--- src/rtl/digit_serial_adder.sv ---
// Digit-serial adder/subtractor: sums DIGIT bits per cycle over N = WIDTH/DIGIT cycles,
// with a valid/ready handshake on both operand and result sides.
module digit_serial_adder #(
  parameter int unsigned WIDTH = 32,
  parameter int unsigned DIGIT = 8
) (
  input  logic             clk,
  input  logic             rst,
  input  logic             in_valid,
  output logic             in_ready,
  input  logic [WIDTH-1:0] A,
  input  logic [WIDTH-1:0] B,
  input  logic             Cin,
  input  logic             SUB,
  output logic             out_valid,
  input  logic             out_ready,
  output logic [WIDTH-1:0] Sum,
  output logic             Cout,
  output logic             Ovf
);

  localparam int unsigned N  = WIDTH / DIGIT;
  localparam int unsigned CW = (N > 1) ? $clog2(N) : 1;

  typedef enum logic [1:0] {
    IDLE = 2'd0,
    RUN  = 2'd1,
    DONE = 2'd2
  } state_t;

  state_t           state, state_nxt;
  logic [WIDTH-1:0] a_q, b_q;
  logic             carry_q;
  logic [CW-1:0]    cnt_q;

  logic             accept, step, last;
  logic [DIGIT-1:0] a_dig, b_dig;
  logic [DIGIT:0]   dsum;
  logic             c_msb;

  // State register
  always_ff @(posedge clk) begin
    if (rst) state <= IDLE;
    else     state <= state_nxt;
  end

  // Next-state logic
  always_comb begin
    state_nxt = state;
    case (state)
      IDLE:    if (in_valid)  state_nxt = RUN;
      RUN:     if (last)      state_nxt = DONE;
      DONE:    if (out_ready) state_nxt = IDLE;
      default:                state_nxt = IDLE;
    endcase
  end

  // Control strobes decoded from the current state
  always_comb begin
    accept = 1'b0;
    step   = 1'b0;
    case (state)
      IDLE:    accept = in_valid;
      RUN:     step   = 1'b1;
      default: ;
    endcase
  end

  assign last = (cnt_q == CW'(N - 1));

  // Select the active operand digit with constant slices only
  always_comb begin
    a_dig = '0;
    b_dig = '0;
    for (int i = 0; i < int'(N); i++) begin
      if (cnt_q == CW'(i)) begin
        a_dig = a_q[i*DIGIT +: DIGIT];
        b_dig = b_q[i*DIGIT +: DIGIT];
      end
    end
  end

  // One digit of addition; carry into the MSB is recovered from the sum bit
  always_comb begin
    dsum  = {1'b0, a_dig} + {1'b0, b_dig} + {{DIGIT{1'b0}}, carry_q};
    c_msb = a_dig[DIGIT-1] ^ b_dig[DIGIT-1] ^ dsum[DIGIT-1];
  end

  // Operand capture; subtract mode is folded into inverted B and carry-in of 1
  always_ff @(posedge clk) begin
    if (rst) begin
      a_q     <= '0;
      b_q     <= '0;
      carry_q <= 1'b0;
      cnt_q   <= '0;
    end else if (accept) begin
      a_q     <= A;
      b_q     <= SUB ? ~B : B;
      carry_q <= SUB ? 1'b1 : Cin;
      cnt_q   <= '0;
    end else if (step) begin
      carry_q <= dsum[DIGIT];
      if (!last) cnt_q <= cnt_q + CW'(1);
    end
  end

  // Result registers: Sum fills digit by digit, flags captured on the final digit
  always_ff @(posedge clk) begin
    if (rst) begin
      Sum  <= '0;
      Cout <= 1'b0;
      Ovf  <= 1'b0;
    end else if (step) begin
      for (int i = 0; i < int'(N); i++) begin
        if (cnt_q == CW'(i)) Sum[i*DIGIT +: DIGIT] <= dsum[DIGIT-1:0];
      end
      if (last) begin
        Cout <= dsum[DIGIT];
        Ovf  <= c_msb ^ dsum[DIGIT];
      end
    end
  end

  // Handshake flags registered from the next state
  always_ff @(posedge clk) begin
    if (rst) begin
      in_ready  <= 1'b1;
      out_valid <= 1'b0;
    end else begin
      in_ready  <= (state_nxt == IDLE);
      out_valid <= (state_nxt == DONE);
    end
  end

endmodule

--- config.mk ---
export PLATFORM = sky130hd
export DESIGN_NAME = digit_serial_adder
export DESIGN_NICKNAME = d
export VERILOG_FILES = /design/src/rtl/digit_serial_adder.sv
export SDC_FILE = /design/constraint.sdc
export NUM_CORES = 1
export LEC_CHECK = 0
export ABC_AREA = 1
export ABC_CLOCK_PERIOD_IN_PS = 8050
export BUFFER_PORTS_ARGS = -buffer_cell sky130_fd_sc_hd__buf_2
export CAP_MARGIN = 5
export CORE_MARGIN = 2
export CORE_UTILIZATION = 40
export DETAILED_ROUTE_END_ITERATION = 16
export GPL_TIMING_DRIVEN = 0
export PLACE_DENSITY = 0.67
export SYNTH_ARGS = -nofsm -noshare
export SYNTH_HDL_FRONTEND = slang
export SYNTH_SLANG_ARGS = --single-unit
--- constraint.sdc ---
create_clock -name clk -period 8.05 [get_ports clk]
set_clock_uncertainty 0.15 [all_clocks]
set_input_delay 0 -clock clk [delete_from_list [all_inputs] [get_ports clk]]
set_output_delay 0 -clock clk [all_outputs]
set_load 0.1 [all_outputs]
==> Yosys cells after proc, flatten, opt, wreduce, memory -nomap -nowiden <==
Index checks and enable logic that the tools add are counted.
Widths: inputs -> output; s select.
{ "totals": {"word_cells": 55, "ff_bits": 105, "in_bits": 70} }
{ "op_classes": {"reduce_logical": 10, "bitwise_logic": 5, "eq_ne": 6, "muxes": 18, "add_sub_neg": 3} }
{ "ops": {"columns": ["operator", "count"], "rows": [
  ["$mux 8", 8],
  ["$mux 32", 1],
  ["$not 32->32", 1],
  ["$reduce_and 2->1", 5],
  ["$add 8x8->9", 1],
  ["$add 9x1->9", 1],
  ["$eq 2x2->1 const B", 4],
  ["$logic_not 2->1", 3],
  ["$mux 2", 3],
  ["$pmux 2 s3", 1],
  ["$mux 1", 5],
  ["$eq 2x1->1 const B", 2],
  ["$xor 1x1->1", 3],
  ["$add 2x1->2 const B", 1],
  ["$reduce_bool 2->1", 1],
  ["$reduce_or 2->1", 1],
  ["$not 1->1", 1]
]} }

==> Depth between registers and ports, before layout <==
{ "depth": {"ltp_word": 9, "depth_mapped": 19} }

==> Worst setup path before layout <==
No wires, ideal clock.
{ "synth_timing": {"kind": "flip-flop to flip-flop", "start": "register cnt_q[0]", "end": "register Sum[14]", "required_time_ps": 7791, "t_arrival_ps": 2602, "synth_period_minus_slack_ps": 2861, "path_stages_with_launch": 17, "slack_ps": 5189, "setup_time_ps": 109, "cell_sequence": "dfxtp_1 > inv_1 > ha_1 > buf_2 > buf_1 > a21oi_1 > a22oi_1 > fa_1 > fa_1 > inv_1 > nand3_2 > nand2_2 > nand3_2 > nand3_1 > nand3_1 > nand2_1 > inv_1"} }
{ "synth_between": {"elab_chain_cells": 7, "word_cells_on_any_way": 15} }
{ "synth_lines": {"columns": ["element", "line", "text"], "rows": [
  ["from (decl)", "34", "logic [CW-1:0] cnt_q;"],
  ["from (signal assigned)", "103", "if (!last) cnt_q <= cnt_q + CW'(1);"],
  ["$logic_not 2->1", "76", "if (cnt_q == CW'(i)) begin"],
  ["$mux 8 (4 in a row)", "76", null],
  ["$add 8x8->9", "85", "dsum = {1'b0, a_dig} + {1'b0, b_dig} + {{DIGIT{1'b0}}, carry_q};"],
  ["$add 9x1->9", "85", null],
  ["to (signal, indexed assignment)", "115", "if (cnt_q == CW'(i)) Sum[i*DIGIT +: DIGIT] <= dsum[DIGIT-1:0];"],
  ["to (decl)", "17", "output logic [WIDTH-1:0] Sum,"]
]} }
Several ways; a longest one is shown, not always the timed one.
A chain may end at the register's enable or synchronous reset.

==> Worst setup path after layout <==
{ "layout_timing": {"start": "register cnt_q[1]", "end": "register Sum[6]"} }
{ "layout_between": {"elab_chain_cells": 7, "word_cells_on_any_way": 15} }
{ "layout_lines": {"columns": ["element", "line"], "rows": [
  ["$logic_not 2->1", "76, 115"],
  ["$mux 8 (4 in a row)", "76"],
  ["$add 8x8->9", "85"],
  ["$add 9x1->9", "85"]
]} }
Several ways; a longest one is shown, not always the timed one.

==> results.yml <==
global_routing:
  grt_antenna_before_repair: 0
  first_global_vias: 4676
  grt.total_usage_pct: 21.65
  grt_max_degree: 21
  grt.overflow.total: 0
  grt_pass1_wl_mm: 22.81
cells_and_area:
  final_nets: 916
  area_delta_synth_final_pct: 34.00
  drive_gt1_share_pct: 22.91
  fin_cells: 1010
  diodes: 0
sta:
  period_needed_ps: 3285
  slew_violations: 0
  timing.final.crit_share_pct: 40.81
  fmax_mhz: 304.4
  setup_tns_ps: 0
  rsz0062_at_grt: "no"
  worst_pin_slew_ps: 494.1
  relSlewSlack_pct: 67.28
  hold_violations: 0
  fin_ws_ps: 4765
  final-setup-viol-count: 0
hold_path:
  min_from: "in_valid"
  worstHoldEndpoint: "a_q[1]"
  worst_hold_path_type: "in -> reg"
  min_path_cells: 5
clock_network:
  cts-root-buf: "clkbuf_16"
  cts_htree_levels: 3
  cts-hold-fix-buffers: 70
  cts_tree: "yes"
  clkTransAtPathRegs_ps: 80
  post_cts_resize_count: 0
  ctsLongestPathBuffers: 2
  postCtsSetupBuffers: 0
  insertion_delay_ps: 360
  cts_buffers: 9
  cts_sinks: 105
route:
  vias_per_cell: 4.797
  via_count: 4845
  drt_iter0_drc: 276
  drc: 0
  wire_per_inst_um: 14.21
  dr.pass1.iters: 7
  drtAntennaViolNets: 0
  drt-total-wl_mm: 14.36
floorplan:
  start_util_pct: 40.78
  ios: 106
  fp.dieArea_um2: 13680
  fp-row-count: 41
  die_w_um: 117.0
  die_h_um: 117.0
  core_area_um2: 12520
setup_path:
  reg2regPathDepth: 16
  cp-start-kind: "flip-flop"
  ff2ff_setup_slack_ps: 4770
  cp_common_cell: "inv_1"
  cp_slowest_cell: "fa_1"
  reg2reg_to: "Sum[6]"
  setup.worst_path.class: "reg -> reg"
  cp_max_fo: 10
  worst-path-buf-inv: 5
  cp_top_family: "adder cells"
  crit_start: "cnt_q[1]"
  slowest_delay_ps: 430
  cp.arrival_ps: 3390
  crit_chain: "inv_1 > ha_1 > inv_4 > buf_6 > o211ai_1 > a22oi_1 > fa_1 > fa_1 > inv_1 > nand3_2 > nand2_2 > nand3_2 > nand3_1 > nand3_1 > nand2_1 > inv_1"
  reg2reg_from: "cnt_q[1]"
  required_ps: 8150
  worstSetupEndpointType: "flip-flop"
power_and_ir_drop:
  p_leak_nw: 3.144
  switchingPower_mw: 0.4530
  total_power_mw: 1.348
  power_frac_seq_pct: 42.5
  peakVddDrop_uv: 101.2
  p_comb_share_pct: 25.2
  power_density_nw_per_um2: 197.1
  power.internal_mw: 0.8954
  swShare_pct: 33.59
  clkPwrFrac_pct: 32.3
synth:
  synth.cell_area_um2: 5105
  syn_nets: 731
  synth_top_cell_by_area: "dfxtp_1"
  yosysSeqAreaShare_pct: 41.18
  synth_warnings: 0
  synth.most_common_cell: "dfxtp_1"
  ys.flop_type: "dfxtp_1"
  ys_seq_elements: 105
  postSynthCellCount: 648
  synth_edf_count: 0
  ys_types: 39
  synth_common_cells: "105 x dfxtp_1, 84 x nor2_1, 80 x o21ai_0"
  async_reset_ff_share_pct: 0
  syn_avg_cell_area_um2: 7.878
  netlist_top_cells_area: "dfxtp_1 41%, o21ai_0 7.8%, nor2_1 6.2%"
  yosysTopAreaCellShare_pct: 41.18
job:
  cap_violations: 0
placement:
  dp_hpwl_mm: 10.13
  dp_slack_ps: 4803
  dp_cells: 924
  gp_congestion: 0.8492
  io_buffer_count: 104
run_status:
  status: "completed"
power groups by stage:
stage,Clock [mW],Sequential (mW),Combinational (mW)
after detailed placement,0,0.585,0.311
after CTS,0.440,0.573,0.337
after global routing,0.465,0.577,0.372
final,0.435,0.573,0.340
after global placement,0,0.585,0.307
after floorplan,0,0.635,0.176
worst reg2reg max path: stages (launching register included):
cell,delay (ps)
dfxtp_1,340
inv_1,110
ha_1,350
inv_4,150
buf_6,170
o211ai_1,200
a22oi_1,140
fa_1,430
fa_1,410
inv_1,80
nand3_2,70
nand2_2,130
nand3_2,90
nand3_1,160
nand3_1,110
nand2_1,70
inv_1,40
routing by layer:
metal  wire (um)  part of all wire [%]  GRT usage (%)
met5           0                     0              0
met4         201                   1.4          7.373
met1        6441                    45          26.92
met2        7064                    49          38.42
met3         648                   4.5          3.141
cells in the final DEF (no fill, tap or decap), drive strengths merged:
cell type    instances
a31oi                1
nand2               59
xnor2               24
dfxtp              105
xor2                10
o211ai              10
o31ai                3
dlygate4sd3         70
ha                  11
nand3               52
fa                   2
a21oi               43
inv                 75
o22ai               13
nor2                89
clkbuf              16
a211oi               3
a22oi                3
o21ai               88
o21a                14
buf                138
clkinv               4
o21bai               5
sequential cells by signal, indices dropped and copies added, names as in the netlist:
signal     flops
Cout           1
Ovf            1
Sum           32
a_q           32
b_q           32
carry_q        1
cnt_q          2
in_ready       1
out_valid      1
state          2
per-stage QoR:
step	hold slack (ps)	instance area, um^2	util, %
after floorplan	-77.62	5105	-
after global placement	104.7	5841	46.66
after detailed placement	107.6	5841	46.66
after CTS	24.82	6840	54.65
after global routing	41.14	6840	54.65
final	19.49	6840	54.65
kinds of logic (layout without fill, tap and decap cells):
family,count (synthesis),after routing,synth area share (%)
flip-flops,105,105,41.18
AO/OA/AOI/OAI,183,183,20.54
adder cells (fa/ha/maj),13,13,3.480
buffers and inverters,113,303,10.66
XOR/XNOR,34,34,5.833
AND/OR/NAND/NOR,200,200,18.31
final cells by class:
type                       count  area [um^2]
clock buffer                   9        225.2
tap                          172        215.2
multi-input combinational    430         2459
timing repair buffer         174         1221
sequential                   105         2102
fill                        1234         5677
clock inverter                 7        73.82
inverter                      72        275.3
buffer                        41        269.0
how the worst max path moves through the flow:
stage          slack (ps)  depth (start not counted)      end
3_3_place_gp         4850                         17   Sum[6]
4_1_cts              4790                         17   Sum[6]
2_1_floorplan        5190                         16  Sum[14]
6_report             4770                         16   Sum[6]
5_1_grt              4530                         17   Sum[6]
3_5_place_dp         4800                         17   Sum[6]
Power figures use the tool's default switching activity.
